--- src/rtl/seg7_pkg.sv ---
// Shared constants for the 7-segment scan controller: hex glyph table and index sizing.
package seg7_pkg;

  // Active-high {CA,CB,CC,CD,CE,CF,CG} patterns for hex digits 0..F
  localparam logic [6:0] SEG7_HEX_LUT [16] = '{
    7'h7E, 7'h30, 7'h6D, 7'h79, 7'h33, 7'h5B, 7'h5F, 7'h70,
    7'h7F, 7'h7B, 7'h77, 7'h1F, 7'h4E, 7'h3D, 7'h4F, 7'h47
  };

  function automatic int seg7_idx_width(input int num_digits);
    return (num_digits > 1) ? $clog2(num_digits) : 1;
  endfunction

endpackage

--- src/rtl/seg7_hex_decode.sv ---
// Combinational hex nibble to active-high 7-segment pattern.
module seg7_hex_decode
  import seg7_pkg::*;
(
  input  logic [3:0] nibble_i,
  output logic [6:0] seg_o
);

  always_comb begin
    seg_o = SEG7_HEX_LUT[nibble_i];
  end

endmodule

--- src/rtl/seg7_scan_ctrl.sv ---
// Time-multiplexed 7-segment scan controller with PWM brightness and
// frame-synchronous double-buffered display contents.
module seg7_scan_ctrl
  import seg7_pkg::*;
#(
  parameter int NUM_DIGITS  = 8,
  parameter int SCAN_W      = 14,
  parameter int BRIGHT_W    = 4,
  parameter bit AN_ACT_LOW  = 1'b1,
  parameter bit SEG_ACT_LOW = 1'b1
) (
  input  logic                    clk,
  input  logic                    rst,
  input  logic                    i_load_valid,
  output logic                    o_load_ready,
  input  logic [4*NUM_DIGITS-1:0] i_data,
  input  logic [NUM_DIGITS-1:0]   i_dp,
  input  logic [NUM_DIGITS-1:0]   i_digit_en,
  input  logic [BRIGHT_W-1:0]     i_bright,
  output logic [NUM_DIGITS-1:0]   o_an,
  output logic [6:0]              o_seg,
  output logic                    o_dp,
  output logic                    o_frame_start
);

  localparam int IDX_W = seg7_idx_width(NUM_DIGITS);
  localparam logic [IDX_W-1:0]      LAST_IDX = IDX_W'(NUM_DIGITS - 1);
  localparam logic [NUM_DIGITS-1:0] AN_OFF   = {NUM_DIGITS{AN_ACT_LOW}};
  localparam logic [6:0]            SEG_OFF  = {7{SEG_ACT_LOW}};

  logic [SCAN_W-1:0]       phase_q, phase_d;
  logic [IDX_W-1:0]        idx_q, idx_d;
  logic                    pend_q;
  logic [4*NUM_DIGITS-1:0] pend_data_q, act_data_q;
  logic [NUM_DIGITS-1:0]   pend_dp_q, act_dp_q;
  logic [NUM_DIGITS-1:0]   pend_en_q, act_en_q;
  logic [NUM_DIGITS-1:0]   an_q, an_d;
  logic [6:0]              seg_q, seg_d;
  logic                    dp_q, dp_d;
  logic                    frame_q;

  logic       slot_end;
  logic       boundary;
  logic       accept;
  logic       on;
  logic [3:0] nibble;
  logic [6:0] seg_raw;

  always_comb begin
    slot_end = &phase_q;
    boundary = slot_end && (idx_q == LAST_IDX);
    accept   = i_load_valid && !pend_q;
    phase_d  = phase_q + 1'b1;
    idx_d    = idx_q;
    if (slot_end) begin
      idx_d = boundary ? '0 : idx_q + 1'b1;
    end
  end

  assign nibble = act_data_q[{idx_q, 2'b00} +: 4];

  seg7_hex_decode u_decode (
    .nibble_i (nibble),
    .seg_o    (seg_raw)
  );

  // Polarity is folded in here so the pins toggle straight from flops
  always_comb begin
    on    = act_en_q[idx_q] && (phase_q[SCAN_W-1 -: BRIGHT_W] < i_bright);
    an_d  = (on ? (NUM_DIGITS'(1) << idx_q) : '0) ^ AN_OFF;
    seg_d = (on ? seg_raw : 7'h00) ^ SEG_OFF;
    dp_d  = (on && act_dp_q[idx_q]) ^ SEG_ACT_LOW;
  end

  always_ff @(posedge clk or posedge rst) begin
    if (rst) begin
      phase_q     <= '0;
      idx_q       <= '0;
      pend_q      <= 1'b0;
      pend_data_q <= '0;
      pend_dp_q   <= '0;
      pend_en_q   <= '0;
      act_data_q  <= '0;
      act_dp_q    <= '0;
      act_en_q    <= '0;
      an_q        <= AN_OFF;
      seg_q       <= SEG_OFF;
      dp_q        <= SEG_ACT_LOW;
      frame_q     <= 1'b0;
    end else begin
      phase_q <= phase_d;
      idx_q   <= idx_d;
      an_q    <= an_d;
      seg_q   <= seg_d;
      dp_q    <= dp_d;
      frame_q <= boundary;
      // Capture needs an empty pending slot and commit needs a full one, so they never collide
      if (accept) begin
        pend_q      <= 1'b1;
        pend_data_q <= i_data;
        pend_dp_q   <= i_dp;
        pend_en_q   <= i_digit_en;
      end else if (boundary && pend_q) begin
        pend_q     <= 1'b0;
        act_data_q <= pend_data_q;
        act_dp_q   <= pend_dp_q;
        act_en_q   <= pend_en_q;
      end
    end
  end

  assign o_load_ready  = !pend_q;
  assign o_an          = an_q;
  assign o_seg         = seg_q;
  assign o_dp          = dp_q;
  assign o_frame_start = frame_q;

endmodule

--- config.mk ---
export PLATFORM = sky130hd
export DESIGN_NAME = seg7_scan_ctrl
export DESIGN_NICKNAME = d
export VERILOG_FILES = /design/src/rtl/seg7_pkg.sv /design/src/rtl/seg7_hex_decode.sv /design/src/rtl/seg7_scan_ctrl.sv
export SDC_FILE = /design/constraint.sdc
export NUM_CORES = 1
export LEC_CHECK = 0
export CELL_PAD_IN_SITES_DETAIL_PLACEMENT = 0
export CELL_PAD_IN_SITES_GLOBAL_PLACEMENT = 1
export CORE_UTILIZATION = 35
export DETAILED_ROUTE_END_ITERATION = 8
export HOLD_SLACK_MARGIN = 0.12
export PLACE_DENSITY = 0.75
export SLEW_MARGIN = 10
export SYNTH_ARGS = -nofsm -noshare
export SYNTH_HDL_FRONTEND = slang
export SYNTH_HIERARCHICAL = 1
export SYNTH_SLANG_ARGS = --single-unit
--- constraint.sdc ---
create_clock -name clk -period 5.8 [get_ports clk]
set_clock_uncertainty 0.15 [all_clocks]
set_input_delay 0.87 -clock clk [delete_from_list [all_inputs] [get_ports clk]]
set_output_delay 0.87 -clock clk [all_outputs]
set_load 0.02 [all_outputs]
* Yosys cells after proc, flatten, opt, wreduce, memory -nomap -nowiden
Memory sizes are Yosys's and may differ from the RTL's.
Cells that the tools add are included.
** Word-level totals
- Register bits after elaboration :: 131
- Memory bits (read-only) :: 112
- Input port bits :: 55
- Output and inout port bits :: 18
- Word-level logic and storage cells :: 47
- Memories kept :: 1
** Cells by class
- $add $sub $neg :: 2
- Magnitude comparators :: 3
- Equal/unequal tests :: 1
- Shifts and indexed selects :: 2
- Mux-type cells :: 11
- Bitwise logic cells :: 5
- Reductions and logical operators :: 9
** Memory list
- (no name shown) :: words 16, bits a word 7, read ports 1, clocked after memory_dff 0, wr ports 0, RTL line seg7_hex_decode.sv:10 : seg_o = SEG7_HEX_LUT[nibble_i];
** Operators by type and width (number)
- $shiftx 32x6->4 :: 1
- $mux 7 :: 3
- $add 14x1->14 const B :: 1
- $reduce_and 14->1 :: 1
- $mux 8 :: 1
- $not 8->8 :: 1
- $shl 1x3->8 const A :: 1
- $not 7->7 :: 1
- $bmux 1 s3 :: 2
- $ge 5x5->1 const B :: 1
- $logic_and 1x1->1 :: 5
- $not 4->5 :: 1
- $lt 3x4->1 const B :: 1
- $lt 4x4->1 :: 1
- $mux 1 :: 4
- $add 3x1->3 const B :: 1
- $eq 3x3->1 const B :: 1
- $mux 3 :: 1
- $not 1->1 :: 2
- $reduce_and 2->1 :: 1
- $reduce_bool 2->1 :: 1
- $logic_not 1->1 :: 1

* Longest topological paths before layout
- Word-level depth :: 7
- Mapped depth :: 10
- Mapped depth without buffers :: 8

* By module
Netlist, hierarchy kept.
** By module, submodules not included
- seg7_scan_ctrl :: instances 1, cells an instance 364, area each 5450.2 um2, sequential area each 3298.2 um2
- seg7_hex_decode :: instances 1, cells an instance 33, area each 284.0 um2, sequential area each 0.0 um2

* Worst setup path after synthesis
OpenSTA, ideal clock, no wires.
- Path type :: register to register
- Start :: register idx_q[0]
- End :: register seg_q[3], in the netlist o_seg[3]
- Library setup time :: 0.063 ns
- Arrival :: 2.499 ns
- Required time :: 5.587 ns
- Setup slack :: 3.089 ns
- Cell stages (with the launch flop) :: 10
- Path buffers :: 1
- Period minus slack after synthesis :: 2.711 ns
- Path through :: dfrtp_1 > buf_1 > mux4_2 > nand2_1 > nand2_1 > inv_1 > ha_1 > inv_1 > mux4_2 > nand2_1
** Between the ends
- Cells in the longest elaborated chain, start to end :: 7
- Elaborated cells on any way between the ends :: 10
- Those cells by class :: shift (1); mux (5); bitwise (2); reduce/logical (1); memory (1)
** RTL lines
- start, declared :: RTL line seg7_scan_ctrl.sv:32 : logic [IDX_W-1:0] idx_q, idx_d;
- start signal, assigned :: RTL line seg7_scan_ctrl.sv:92 : idx_q <= idx_d;
- $shiftx 32x6->4 :: RTL line seg7_scan_ctrl.sv:60 : assign nibble = act_data_q[{idx_q, 2'b00} +: 4];
- named net nibble[1] :: RTL line seg7_scan_ctrl.sv:46 : logic [3:0] nibble;
- $not 4->5 (not written as such) :: RTL line seg7_hex_decode.sv:10
- $mem_v2 16x7
- $mux 7 (not written as such) (2 in series) :: RTL line seg7_hex_decode.sv:10
- named net seg_raw[3] :: RTL line seg7_scan_ctrl.sv:47 : logic [6:0] seg_raw;
- $mux 7 :: RTL line seg7_scan_ctrl.sv:71 : seg_d = (on ? seg_raw : 7'h00) ^ SEG_OFF;
- $not 7->7 (no source line)
- named net seg_d[3] :: RTL line seg7_scan_ctrl.sv:38 : logic [6:0] seg_q, seg_d;
- end signal, assigned :: RTL line seg7_scan_ctrl.sv:94 : seg_q <= seg_d;
- end, declared :: RTL line seg7_scan_ctrl.sv:38
The timed path passes the listed nets, and every way through them passes these cells. The select of a mux whose other input is x is not followed.
A chain may end at the register's enable or synchronous reset.

* Worst setup path after layout
- Start :: register idx_q[1]
- End :: register act_data_q[11]
** Between the ends
- Cells in the longest elaborated chain, start to end :: 4
** RTL lines
- $eq 3x3->1 :: RTL line seg7_scan_ctrl.sv:51 : boundary = slot_end && (idx_q == LAST_IDX);
- $logic_and 1x1->1 :: RTL line seg7_scan_ctrl.sv:51
- $logic_and 1x1->1 :: RTL line seg7_scan_ctrl.sv:103 : end else if (boundary && pend_q) begin
- $reduce_and 2->1 (no source line)
- end signal, assigned :: RTL line seg7_scan_ctrl.sv:105 : act_data_q <= pend_data_q;
- end, declared :: RTL line seg7_scan_ctrl.sv:34 : logic [4*NUM_DIGITS-1:0] pend_data_q, act_data_q;
Every way passes these cells.

==> summary.md <==
| Metric | Value |
|---|---|
| Register-to-Register Path Depth | `4` |
| Synth warn | `6` |
| Worst Tran Pin Value | `about 1.2 ns` |
| Crit share post-route | `about 55%` |
| Share of layout cells above drive strength 1 | `between 30% and 40%` |
| Setup ws final | `2.61 ns` |
| CTS Buffer Depth | `2` |
| Ys async rst share | `100%` |
| Final hold slack | `between 0.3 and 0.4 ns` |
| Critical Path AT | `3.34 ns` |
| Flops & latches, synth | `approximately 130` |
| Setup-failing EPs final | `0` |
| Final WL | `10600 um` |
| Sequential cell area fraction in the yosys report | `57.5%` |
| Netlist cell types | `39` |
| R2R Path Start | `idx_q[1]` |
| Hold Startpoint | `phase_q[7]` |
| Detailed-route vias per instance | `between 4 and 5` |
| Vias in the first global route | `3562` |
| Unrepaired setup endpoints after global routing | `no` |
| Worst min path class | `register to register` |
| PostCTS Resize Cnt | `0` |
| Worst Setup End Kind | `register` |
| CP Launch Type | `register` |
| IO Count | `between 70 and 80` |
| Crit path time final | `approximately 3.2 ns` |
| Synth-to-layout area growth | `26.1%` |
| Tot Pwr | `2.16 mW` |
| Hold Path Depth | `1` |
| Initial core utilization | `between 30% and 40%` |
| CTS H-tree lvls | `4` |
| GPL Wtd Cong | `between 0.7 and 0.8` |
| Core Util, Final | `45.3%` |
| Placed Area | `6630 um^2` |
| Worst flop-to-flop path endpoint | `act_data_q[11]` |
| Placed cells | `670` |
| Count of input and output buffers | `72` |
| Final hold violation count | `0` |
| Clk Tree Root Cell | `clkbuf_16` |
| PwrDens | `approximately 300 nW/um^2` |
| Total track usage | `approximately 15%` |
| Synth Flop Type | `dfrtp_1` |
| Die W | `roughly 130 um` |
| Synth Net Count | `469` |
| Initial antenna violation count | `0` |
| DRC | `0` |
| Status | `complete, no violations` |
| Drt pass-1 iters | `4` |
| Synth Cell Area | `approximately 5700 um^2` |
| Synth cell count leaders | `dfrtp_1, mux2_2, nand2_1` |
| Ant. Diodes | `0` |
| First-pass GRT wire length | `18300 um` |
| Slew HR | `approximately 20%` |
| Reg2Reg Setup Slack | `2.61 ns` |
| Final instance area | `slightly above 7000 um^2` |
| Die Ht | `between 100 and 150 um` |
| Clk sinks | `approximately 130` |
| Final setup TNS | `0 ns` |
| Maximum vdd drop | `0.000219 V` |
| Worst-skew pair later-pin latency | `around 0.42 ns` |
| Fin cells | `702` |
| Hold_buf cts | `0` |
| Post-synth EDFFs | `0` |
| Hold endpoint | `phase_q[7]` |
| Max Clk Rate | `313 MHz` |
| Final layout net count | `around 550` |
| Yosys top cell area share | `between 50% and 60%` |
| Initial DRC Count | `between 150 and 200` |
| Leak pwr | `3.22 nW` |
| Hpwl dp | `around 7400 um` |
| Core Footprint | `15900 um^2` |
| Avg Inst Size Synth | `roughly 14 um^2` |
| Critical path class | `register to register` |
| Post-Synthesis Cells | `between 300 and 400` |
| Reg clk slew, reported paths | `about 0.060 ns` |
| Routed Antenna Nets | `0` |
| Setup Fix Bufs, Post-CTS | `0` |
| Die area | `approximately 17000 um^2` |
| Total grt overflow | `0` |
| Worst Path Max Fanout | `between 40 and 50` |
| Critical Path RT | `between 5 and 6 ns` |
| TritonCTS buffer count | `17` |
| DR vias | `3250` |
| Avg WL per Cell | `15.1 um` |
| Fin. max-slew vios | `0` |
| Max-cap violation count | `0` |
| Synth area leaders | `dfrtp_1, mux2_2, dfstp_2` |
| Synth area leader | `dfrtp_1` |
| # rows | `46` |
| Top-count cell post-synth | `dfrtp_1` |
| Maximum number of pins on one net before global-route repair | `just under 80` |
| CTS tree | `yes` |
| Setup WS pre-CTS | `about 2.6 ns` |
[worst max-delay path by stage]
| stage | start | end | slack (ns) | cells past startpoint |
|---|---|---|---|---|
| detailed placement | idx_q[1] | act_dp_q[4] | 2.58 | 4 |
| global placement | idx_q[1] | act_data_q[11] | 2.63 | 4 |
| finish | idx_q[1] | act_data_q[11] | 2.61 | 4 |
| floorplan | rst | act_data_q[0] | 1.31 | 1 |
| CTS | idx_q[1] | act_data_q[19] | 2.56 | 4 |
| global route | idx_q[0] | act_data_q[16] | 2.34 | 4 |
[worst max-delay path: stages (launching register included)]
cell,delay [ns]
dfrtp_1,0.88
ha_1,0.32
ha_1,0.24
and3_2,1.02
mux2_2,0.43
[cells by family after synthesis]
kind of cell               count (synthesis)  synth area share (%)
AOI/OAI and AO/OA                         16                  2.09
and+or+nand+nor                           73                  6.22
xor gates and xnor gates                  12                  1.83
DFF                                      131                  57.5
muxes                                    116                  25.4
buffers and inverters                     32                  3.19
adders and majority gates                 17                  3.71
[layout by cell type (no fill, tap or decap), types with 2 or more instances in the layout]
cell             count
dfrtp_1            115
mux2_2              92
clkdlybuf4s50_1     72
nand2_1             38
ha_1                17
clkbuf_16           17
dfstp_2             16
inv_1               13
mux4_2              11
mux2_4               9
nor2_1               9
nand3_1              7
xor2_1               6
xnor2_1              6
nand2b_1             5
clkinv_2             5
mux2i_1              4
nor3_1               3
a21oi_1              3
bufinv_16            3
clkbuf_8             3
and2_1               2
a21o_1               2
a22oi_1              2
a211oi_1             2
o21ai_0              2
clkbuf_1             2
clkinvlp_4           2
buf_4                2
[power by group]
group	total (mW)	switching, mW	internal, mW	leakage [nW]
logic	0.0947	0.0334	0.0613	1.25
registers	0.977	0.0228	0.955	1.68
clock network	1.08	0.380	0.705	0.296
[registers in the layout (all words and copies together), names as in the netlist]
name / count
o_dp: 1
pend_q: 1
o_seg: 7
act_dp_q: 8
pend_en_q: 8
act_data_q: 32
pend_data_q: 32
pend_dp_q: 8
idx_q: 3
o_an: 8
phase_q: 14
act_en_q: 8
o_frame_start: 1
[metal layers]
| metal | routed length, um | up-vias | track usage, % |
|---|---|---|---|
| met5 | 0 | - | 0 |
| met4 | 218 | 0 | 7.18 |
| met3 | 356 | 19 | 4.02 |
| met2 | 5000 | 61 | 22.6 |
| met1 | 5010 | 1630 | 18.7 |
| li1 | - | 1540 | - |
[area by class of cell]
type / instances / area [um^2]
clock buffer: 22 / 474
clock inverter: 10 / 130
fill: 1460 / 8710
inverter: 15 / 58.8
multi-input combinational: 234 / 2260
sequential: 131 / 3300
tap: 216 / 270
timing repair buffer: 74 / 736
(Power assumes the default switching activity.)
